**src/rtl/pdm_transmitter_if.sv**
```systemverilog
// PCM sample handshake into the PDM transmitter: signed sample, valid, ready.
// The master drives samples; the transmitter is the slave.
interface pdm_transmitter_if #(
   parameter int DATA_W = 16
);
   logic signed [DATA_W-1:0] pcm_data;
   logic                     pcm_valid;
   logic                     pcm_ready;

   modport master (output pcm_data, output pcm_valid, input pcm_ready);
   modport slave  (input pcm_data, input pcm_valid, output pcm_ready);
endinterface

```
**src/rtl/pdm_transmitter.sv**
```systemverilog
// PCM-to-PDM transmitter: one-entry sample buffer, bit-clock divider, first-order sigma-delta.
// Optional macro PDM_UNDERRUN_CNT_EN adds an 8-bit saturating underrun counter port.
module pdm_transmitter #(
   parameter int CLK_DIV = 50,
   parameter int OSR     = 64,
   parameter int DATA_W  = 16
) (
   input  logic               clk,
   input  logic               reset,
   pdm_transmitter_if.slave   s_pcm,
   output logic               pdm_clk,
   output logic               pdm_data,
   output logic               pdm_en,
   output logic               underrun
`ifdef PDM_UNDERRUN_CNT_EN
   ,
   output logic [7:0]         underrun_cnt
`endif
);

   localparam int DIV_W = (CLK_DIV > 1) ? $clog2(CLK_DIV) : 1;
   localparam int BIT_W = $clog2(OSR);
   localparam logic [DIV_W-1:0] DIV_LAST = DIV_W'(CLK_DIV - 1);
   localparam logic [BIT_W-1:0] BIT_LAST = BIT_W'(OSR - 1);

   // Sign-bit flip maps signed PCM onto 0..2^DATA_W-1 so midscale gives 50% ones density.
   function automatic logic [DATA_W-1:0] to_offset_bin(input logic signed [DATA_W-1:0] s);
      return {~s[DATA_W-1], s[DATA_W-2:0]};
   endfunction

   logic [DIV_W-1:0]         r_div_cnt;
   logic                     r_pdm_clk;
   logic [BIT_W-1:0]         r_bit_cnt;
   logic signed [DATA_W-1:0] r_buf_p0;
   logic                     r_buf_full;
   logic signed [DATA_W-1:0] r_cur_p1;
   logic [DATA_W-1:0]        r_acc;
   logic                     r_pdm_data;
   logic                     r_pdm_en;
   logic                     r_underrun;

   logic                     w_accept;
   logic                     w_div_wrap;
   logic                     w_fall_tick;
   logic                     w_boundary;
   logic                     w_load;
   logic                     w_underrun_evt;
   logic [DATA_W:0]          w_sum;

   assign s_pcm.pcm_ready = reset & ~r_buf_full;
   assign w_accept        = s_pcm.pcm_valid & s_pcm.pcm_ready;
   assign w_div_wrap      = (r_div_cnt == DIV_LAST);
   assign w_fall_tick     = w_div_wrap & r_pdm_clk;
   assign w_boundary      = w_fall_tick & (r_bit_cnt == BIT_LAST);
   assign w_load          = w_boundary & r_buf_full;
   assign w_underrun_evt  = w_boundary & ~r_buf_full & r_pdm_en;
   assign w_sum           = {1'b0, r_acc} + {1'b0, to_offset_bin(r_cur_p1)};

   always_ff @(posedge clk) begin
      if (!reset) begin
         r_div_cnt  <= '0;
         r_pdm_clk  <= 1'b0;
         r_bit_cnt  <= '0;
         r_buf_p0   <= '0;
         r_buf_full <= 1'b0;
         r_cur_p1   <= '0;
         r_acc      <= '0;
         r_pdm_data <= 1'b0;
         r_pdm_en   <= 1'b0;
         r_underrun <= 1'b0;
      end else begin
         r_div_cnt  <= w_div_wrap ? '0 : r_div_cnt + 1'b1;
         r_underrun <= w_underrun_evt;
         if (w_div_wrap)
            r_pdm_clk <= ~r_pdm_clk;
         // Stage p0 -> p1: buffered sample becomes the modulated sample at the frame boundary.
         if (w_fall_tick) begin
            r_bit_cnt <= (r_bit_cnt == BIT_LAST) ? '0 : r_bit_cnt + 1'b1;
            if (r_pdm_en) begin
               r_pdm_data <= w_sum[DATA_W];
               r_acc      <= w_sum[DATA_W-1:0];
            end
         end
         if (w_load) begin
            r_cur_p1   <= r_buf_p0;
            r_buf_full <= 1'b0;
            r_pdm_en   <= 1'b1;
         end
         if (w_accept) begin
            r_buf_p0   <= s_pcm.pcm_data;
            r_buf_full <= 1'b1;
         end
      end
   end

`ifdef PDM_UNDERRUN_CNT_EN
   function automatic logic [7:0] sat_inc8(input logic [7:0] v);
      return (v == 8'hFF) ? v : v + 8'd1;
   endfunction

   logic [7:0] r_underrun_cnt;

   always_ff @(posedge clk) begin
      if (!reset)
         r_underrun_cnt <= '0;
      else if (w_underrun_evt)
         r_underrun_cnt <= sat_inc8(r_underrun_cnt);
   end

   assign underrun_cnt = r_underrun_cnt;
`endif

   assign pdm_clk  = r_pdm_clk;
   assign pdm_data = r_pdm_data;
   assign pdm_en   = r_pdm_en;
   assign underrun = r_underrun;

endmodule

```
**src/flat_wrapper.sv**
```systemverilog
// flat-port wrapper written by rule: the top's interface ports become plain ports
module pdm_transmitter_flat 
#(
   parameter int CLK_DIV = 50,
   parameter int OSR     = 64,
   parameter int DATA_W  = 16
)
  (clk, reset, pdm_clk, pdm_data, pdm_en, underrun, s_pcm_pcm_data, s_pcm_pcm_valid, s_pcm_pcm_ready);
  pdm_transmitter_if #(.DATA_W(DATA_W)) s_pcm_i ();
  input  logic clk;
  input  logic reset;
  output logic pdm_clk;
  output logic pdm_data;
  output logic pdm_en;
  output logic underrun;
  input wire logic [$bits(s_pcm_i.pcm_data)-1:0] s_pcm_pcm_data;
  input wire logic [$bits(s_pcm_i.pcm_valid)-1:0] s_pcm_pcm_valid;
  output wire logic [$bits(s_pcm_i.pcm_ready)-1:0] s_pcm_pcm_ready;
  assign s_pcm_i.pcm_data = s_pcm_pcm_data;
  assign s_pcm_i.pcm_valid = s_pcm_pcm_valid;
  assign s_pcm_pcm_ready = s_pcm_i.pcm_ready;
  pdm_transmitter #(.CLK_DIV(CLK_DIV), .OSR(OSR), .DATA_W(DATA_W)) u_core (.clk(clk), .reset(reset), .s_pcm(s_pcm_i), .pdm_clk(pdm_clk), .pdm_data(pdm_data), .pdm_en(pdm_en), .underrun(underrun));
endmodule
```
**config.mk**
```make
export PLATFORM = sky130hd
export DESIGN_NAME = pdm_transmitter_flat
export DESIGN_NICKNAME = d
export VERILOG_FILES = /design/src/rtl/pdm_transmitter_if.sv /design/src/rtl/pdm_transmitter.sv /design/src/flat_wrapper.sv
export SDC_FILE = /design/constraint.sdc
export NUM_CORES = 1
export LEC_CHECK = 0
export CORE_MARGIN = 2
export CORE_UTILIZATION = 45
export CTS_CLUSTER_SIZE = 30
export DETAILED_ROUTE_END_ITERATION = 7
export DONT_BUFFER_PORTS = 1
export PLACE_DENSITY_LB_ADDON = 0.3
export SLEW_MARGIN = 10
export SYNTH_ARGS = -nofsm -noshare
export SYNTH_HDL_FRONTEND = slang
export SYNTH_SLANG_ARGS = --single-unit
```
**constraint.sdc**
```tcl
create_clock -name clk -period 2.97 [get_ports clk]
set_input_delay 0.1485 -clock clk [delete_from_list [all_inputs] [get_ports clk]]
set_output_delay 0.1485 -clock clk [all_outputs]
set_load 0.01 [all_outputs]
```
==> results of run 1 <==
==> power groups by stage <==
stage,combinational (mW),sequential [mW],clock [mW]
after global routing,0.104,0.911,0.881
after global placement,0.0455,0.928,0
after detailed placement,0.0470,0.929,0
after floorplan,0.0447,0.925,0
after CTS,0.0904,0.908,0.842
final,0.0929,0.909,0.834
==> stage by stage <==
stage / cell area [sq um] / utilization, % / cells / setup slack [ns] / power (mW)
global placement: 3210 / 47.0 / 460 / 0.724 / 0.974
global route: 3760 / 55.0 / 508 / 0.557 / 1.90
CTS: 3760 / 55.0 / 508 / 0.686 / 1.84
detailed placement: 3210 / 47.0 / 460 / 0.702 / 0.976
finish: 3760 / 55.0 / 508 / 0.690 / 1.84
floorplan: 3180 / - / 379 / 0.851 / 0.970
==> area by class of cell <==
cell class	count	area [sq um]
fillers	643	3070
multi-input cells	291	1750
flip-flops and latches	65	1300
repair buffers	36	353
clock buffers	10	138
well taps	96	120
clock inverters	5	80.1
inverters	5	18.8
==> registers in the layout, summed over array words and instances, names as in the netlist, 6 cells and up <==
register and flops:
u_core.r_buf_p0 16, u_core.r_div_cnt 6, u_core.r_cur_p1 16, u_core.r_acc 16, u_core.r_bit_cnt 6
==> layout by cell type (no fill, tap or decap), drive strengths merged, types with 3 or more instances in the layout <==
master | netlist | layout
xor2 | 8 | 8
clkbuf | 11 | 10
a21o | 7 | 7
ha | 19 | 19
xnor2 | 6 | 6
dlygate4sd3 | 0 | 33
o211ai | 4 | 4
dfxtp | 65 | 65
mux2i | 3 | 3
nor2 | 32 | 32
nand2 | 82 | 82
a211oi | 7 | 7
buf | 7 | 3
and3 | 6 | 6
nor3 | 6 | 6
nand4 | 5 | 5
a21oi | 32 | 32
nand3 | 29 | 29
or3 | 6 | 6
o21ai | 18 | 18
inv | 4 | 4
==> kinds of logic after synthesis <==
| family | after synthesis |
|---|---|
| buffers and inverters | 23 |
| multiplexers | 4 |
| AND/OR/NAND/NOR | 175 |
| adder cells (fa/ha/maj) | 20 |
| XOR/XNOR | 14 |
| flip-flops | 65 |
| AO/OA/AOI/OAI | 78 |
==> layer usage <==
layer	GRT usage (%)	wire length, um
met2	30.9	3160
met1	25.7	3290
met5	0	0
met3	3.58	241
met4	7.85	121
==> timing repair <==
action	in CTS	in global routing
gates resized for setup	0	0
hold endpoints to repair	23	0
hold buffers	33	0
endpoints found under the setup margin	0	0
==> critical path, delay by kind of cell, from the launching register on <==
family | cells | cell delay, ns
adders and majority gates | 2 | 0.66
and+or+nand+nor | 3 | 0.63
DFF | 1 | 0.31
AOI/OAI and AO/OA | 3 | 0.63
==> worst max-delay path by stage <==
stage	startpoint	end	slack (ns)	cells after the start
global route	u_core.r_div_cnt[3]	u_core.r_acc[5]	0.56	6
floorplan	u_core.r_acc[0]	u_core.r_acc[14]	0.85	8
global placement	u_core.r_acc[0]	u_core.r_acc[14]	0.72	8
finish	u_core.r_acc[0]	u_core.r_acc[14]	0.69	8
detailed placement	u_core.r_acc[0]	u_core.r_acc[14]	0.70	8
CTS	u_core.r_acc[0]	u_core.r_acc[14]	0.69	8
==> results.json, run 1 <==
{
  "status": "complete, no violations",
  "power_switching_uw": 402,
  "synth_most_common_cell": "nand2_1",
  "synth_mux_area_share_pct": 1.30,
  "cellPowerDensity_nw_per_um2": 488,
  "synth-warning-count": 0,
  "synthAdderAreaFrac_pct": 8.11,
  "grt_pass1_wl_mm": 11.7,
  "r2r_cells": 8,
  "cts_made_buffers": 9,
  "n_antenna_cell": 0,
  "worstPathRequired_ns": 3.24,
  "num_vias": 2697,
  "rsz0062_at_grt": "no",
  "skew_ns": 0.0117,
  "synthSimpleGateAreaFrac_pct": 25.4,
  "p_seq_share_pct": 49.5,
  "comb_power_share_pct": 5.1,
  "synth_edf_count": 0,
  "drv_slew": 0,
  "cts_sinks": 65,
  "setup_viol": 0,
  "overflow": 0,
  "crit_slowest_cell": "fa_1",
  "area_growth_pct": 18.3,
  "drive_above_1_share_pct": 9.71,
  "timing.final.crit_share_pct": 76.8,
  "hold_viol": 0,
  "grt_usage_pct": 19.3,
  "cp-end-kind": "flop",
  "hp-class": "input port to flop",
  "syn_area_per_cell_sq_um": 8.39,
  "path_clk_slew_ns": 0.07,
  "synthXorXnorAreaFrac_pct": 3.86,
  "coreArea_sq_um": 6830,
  "synth_top_family_by_area": "simple AND/OR/NAND/NOR gates",
  "dieArea_sq_um": 7750,
  "min_to": "u_core.r_bit_cnt[0]",
  "die_y_um": 88.0,
  "swShare_pct": 21.9,
  "cts_root_buf": "clkbuf_8",
  "synth_compound_area_share_pct": 16.3,
  "vdd_ir_drop_max_mv": 0.415,
  "worstHoldStart": "reset",
  "ys_seq_area_share_pct": 40.9,
  "die_w_um": 88.0,
  "worstMarginPinSlew_ns": 0.571,
  "postCtsSetupBuffers": 0,
  "path_class": "flop to flop",
  "synth_fp_nets": 418,
  "gp_congestion": 0.828,
  "p_clk_share_pct": 45.4,
  "io_pins": 24,
  "place.port_buffers": 0,
  "insertion_delay_ns": 0.34,
  "drtIter0Drc": 84,
  "htreeDepth": 3,
  "drc": 0,
  "start_util_pct": 46.5,
  "rows": 30,
  "ys_types": 45,
  "via_per_inst": 5.31,
  "synthCells": 379,
  "grt_start_max_net_pins": 35,
  "ys_top_cells_by_count": "nand2_1, dfxtp_1, nor2_1",
  "clockBufferDepth": 2,
  "cp_max_fo": 3,
  "slew_headroom_pct": 62.0,
  "synthTopCellsByArea": "dfxtp_1, nand2_1, ha_1",
  "path_common_cell": "or3_1",
  "final_period_minus_worst_setup_slack_ns": 2.28,
  "final_nets": 447,
  "dr.pass1.iters": 4,
  "ys.flop_type": "dfxtp_1",
  "tritoncts": "done",
  "whs_path_depth": 2,
  "drt.antenna.violating_nets": 0,
  "wire_per_inst_um": 13.4,
  "maxCapViolations": 0,
  "arrival_ns": 2.55,
  "syn-cell-area_sq_um": 3180,
  "fin_tns_setup_ns": 0,
  "holdWs_ns": 0.0327,
  "rrSetupSlack_ns": 0.69,
  "critPathMaxStageDelay_ns": 0.43,
  "wirelength_mm": 6.81,
  "synth_area_leader_cell": "dfxtp_1",
  "fmax_ghz": 0.439,
  "synth_top_area_share_pct": 40.9,
  "antenna_found_initial": 0,
  "p_int_mw": 1.43,
  "async_flop_share_pct": 0,
  "cp_cell_sequence": "ha_1 -> fa_1 -> a211oi_1 -> o21a_1 -> or3_1 -> a21oi_1 -> or3_1 -> nand3_1",
  "cp-start-kind": "flop",
  "p_leak_nw": 1.51,
  "grt_pass1_vias": 2596,
  "rr_endpoint": "u_core.r_acc[14]",
  "dpl.hpwl_mm": 4.37,
  "synth-seq-cells": 65,
  "reg2reg_from": "u_core.r_acc[0]"
}
Note: power is estimated with default switching activity, not from simulation.
==> run 2, diff against run 1 <==
--- a/config.mk
+++ b/config.mk
@@ -5,6 +5,7 @@
 export SDC_FILE = /design/constraint.sdc
 export NUM_CORES = 1
 export LEC_CHECK = 0
+export ABC_AREA = 1
 export CORE_MARGIN = 2
 export CORE_UTILIZATION = 45
 export CTS_CLUSTER_SIZE = 30
==> constraint.sdc (replaced) <==
create_clock -name clk -period 1.91 [get_ports clk]
set_input_delay 0.0955 -clock clk [delete_from_list [all_inputs] [get_ports clk]]
set_output_delay 0.0955 -clock clk [all_outputs]
set_load 0.01 [all_outputs]
==> run 2 against run 1 <==
Count of clock-buffer cells in the layout rose by 2; hold slack better by 0.034 ns; cell count up 21%; non-clock buffer count shrank 11; combinational power up 32%.
==> results.json, run 2 <==
{
  "start_util_pct": 46.4,
  "crit_family": "simple AND/OR/NAND/NOR gates",
  "cts_sinks": 65,
  "synth-seq-cells": 65,
  "drc": 0,
  "n_antenna_cell": 0,
  "drive_above_1_share_pct": 6.40,
  "cts_root_buf": "clkbuf_8",
  "dr.pass1.iters": 4,
  "top_regs": "u_core.r_acc (16), u_core.r_buf_p0 (16), u_core.r_cur_p1 (16)",
  "synthSimpleGateAreaFrac_pct": 28.7,
  "synth_area_leader_cell": "dfxtp_1",
  "r2r_cells": 11,
  "ys.flop_type": "dfxtp_1",
  "die_w_um": 90.5,
  "final_common_cell": "nand2_1",
  "synth_top_family_by_area": "simple AND/OR/NAND/NOR gates",
  "hold_viol": 0,
  "worstPathBufferInverterCount": 1,
  "htreeDepth": 3,
  "grt_pass1_vias": 2861,
  "coreArea_sq_um": 7250,
  "cp-start-kind": "flop",
  "timing.final.crit_share_pct": 91.3,
  "rsz0062_at_grt": "no",
  "antenna_found_initial": 0,
  "synth_edf_count": 0,
  "whs_path_depth": 3,
  "holdWs_ns": 0.0669,
  "syn-cell-area_sq_um": 3370,
  "dieArea_sq_um": 8190,
  "drt.antenna.violating_nets": 0,
  "ys_top_cells_by_count": "nand2_1, inv_1, dfxtp_1",
  "grt_start_max_net_pins": 47,
  "drv_slew": 0,
  "rrSetupSlack_ns": 0.17,
  "fmax_ghz": 0.573,
  "overflow": 0,
  "ys_types": 31,
  "skew_ns": 0.0104,
  "worstPathRequired_ns": 2.15,
  "tritoncts": "done",
  "gp_congestion": 0.865,
  "synth_most_common_cell": "nand2_1",
  "die_y_um": 90.5,
  "worstMarginPinSlew_ns": 0.421,
  "final_period_minus_worst_setup_slack_ns": 1.74,
  "arrival_ns": 1.99,
  "dpl.hpwl_mm": 4.98,
  "via_per_inst": 4.85,
  "area_growth_pct": 16.5,
  "reg2reg_from": "u_core.r_acc[0]",
  "cp-end-kind": "flop",
  "synthCells": 490,
  "path_clk_slew_ns": 0.08,
  "regArea_sq_um": 1300,
  "status": "complete, no violations",
  "hp-class": "input port to flop",
  "insertion_delay_ns": 0.34,
  "num_vias": 2984,
  "rr_endpoint": "u_core.r_acc[8]",
  "p_leak_nw": 1.84,
  "grt_pass1_wl_mm": 13.0,
  "io_pins": 24,
  "wirelength_mm": 7.35,
  "maxCapViolations": 0,
  "synth_top_area_share_pct": 38.7,
  "synthTopCellsByArea": "dfxtp_1, nand2_1, inv_1",
  "async_flop_share_pct": 0,
  "synth_compound_area_share_pct": 12.8,
  "ys_seq_area_share_pct": 38.7,
  "cellPowerDensity_nw_per_um2": 737,
  "fin_util_pct": 54.1,
  "synthAdderAreaFrac_pct": 7.66,
  "slew_headroom_pct": 71.9,
  "critPathMaxStageDelay_ns": 0.37,
  "nFillCells": 686,
  "multi_input_area_sq_um": 1710,
  "min_to": "u_core.r_buf_full",
  "final_nets": 550,
  "synthXorXnorAreaFrac_pct": 1.30,
  "rows": 31,
  "synth_mux_area_share_pct": 0,
  "worstHoldStart": "s_pcm_pcm_valid",
  "clockBufferDepth": 2,
  "final_cell_mix": "nand2_1, inv_1, dfxtp_1, nor2_1, o21ai_0",
  "wire_per_inst_um": 11.9,
  "fin_tns_setup_ns": 0,
  "drtIter0Drc": 137,
  "setup_viol": 0,
  "cp_max_fo": 3,
  "crit_slowest_cell": "fa_1",
  "syn_area_per_cell_sq_um": 6.87,
  "path_common_cell": "nand2_1",
  "cts_made_buffers": 9,
  "vdd_ir_drop_max_mv": 0.674,
  "cp_cell_sequence": "ha_1 -> fa_1 -> nand2_1 -> nand2_1 -> and2_1 -> nand2_1 -> nand2_1 -> xnor2_1 -> nand2_1 -> nand2_1 -> inv_1",
  "grt_usage_pct": 19.2,
  "synth-warning-count": 0,
  "place.port_buffers": 0,
  "synth_fp_nets": 529,
  "postCtsSetupBuffers": 0,
  "path_class": "flop to flop"
}
## run 2: cell count changes after synthesis, moves of 6 or more
cell	before	now
o21ai_0	18	38
a21o_1	7	0
nand2_1	73	130
or3_1	6	0
and3_1	6	0
a211oi_1	7	0
a21oi_2	9	0
xor2_1	8	2
nor2_1	32	50
inv_1	4	77
a21oi_1	23	35
nand2_2	9	0
## run 2: where the power goes
group / switching [mW] / internal [mW]
sequential: 0.0247 / 1.39
clock: 0.544 / 0.808
combinational: 0.0659 / 0.0571
## run 2: metal layers
layer | wire, um | global-route usage (%) | up-vias | share of wire, %
li1 | - | - | 1585 | -
met1 | 3620 | 25.1 | 1339 | 49
met2 | 3430 | 32.3 | 52 | 47
met3 | 213 | 3.59 | 8 | 2.9
met4 | 77 | 5.64 | 0 | 1.0
met5 | 0 | 0 | - | 0
## run 2: cell type report
type	count	area share [%]
clock inverters	4	1.91
well taps	99	3.16
flip-flops and latches	65	33.2
clock buffers	12	3.96
inverters	78	7.53
repair buffers	25	6.64
multi-input cells	332	43.6
## run 2: what timing repair did
item	4_1_cts	5_1_grt
hold endpoints to repair	49	0
setup endpoints to repair	0	9
resized for setup	0	3
hold buffers	20	0
## run 2: worst max-delay path by stage
stage / to / depth (start not counted) / from / slack [ns]
2_1_floorplan: u_core.r_acc[8] / 11 / u_core.r_acc[0] / 0.28
6_report: u_core.r_acc[8] / 11 / u_core.r_acc[0] / 0.17
5_1_grt: u_core.r_acc[8] / 11 / u_core.r_acc[0] / 0.02
3_3_place_gp: u_core.r_acc[12] / 11 / u_core.r_acc[0] / 0.21
3_5_place_dp: u_core.r_acc[12] / 11 / u_core.r_acc[0] / 0.16
4_1_cts: u_core.r_acc[12] / 11 / u_core.r_acc[0] / 0.15
## run 2: tightest hold or removal path, delay by kind of cell
family | cells | cell delay (ns)
AND/OR/NAND/NOR | 1 | 0.17
AO/OA/AOI/OAI | 1 | 0.06
buffers and inverters | 1 | 0.05
## run 2: logic make-up after synthesis
kind of cell	Yosys count
simple gates	224
fa+ha+maj	20
buf+inv	93
flops	65
compound gates	83
xor+xnor	5
## run 2: through the flow
stage	area, sq um	setup WS (ns)	cells	power [mW]
final	3920	0.165	615	2.89
after detailed placement	3470	0.158	579	1.51
after CTS	3910	0.151	615	2.90
after global placement	3470	0.208	579	1.51
after global routing	3920	0.0184	615	2.98
after floorplan	3370	0.279	490	1.50
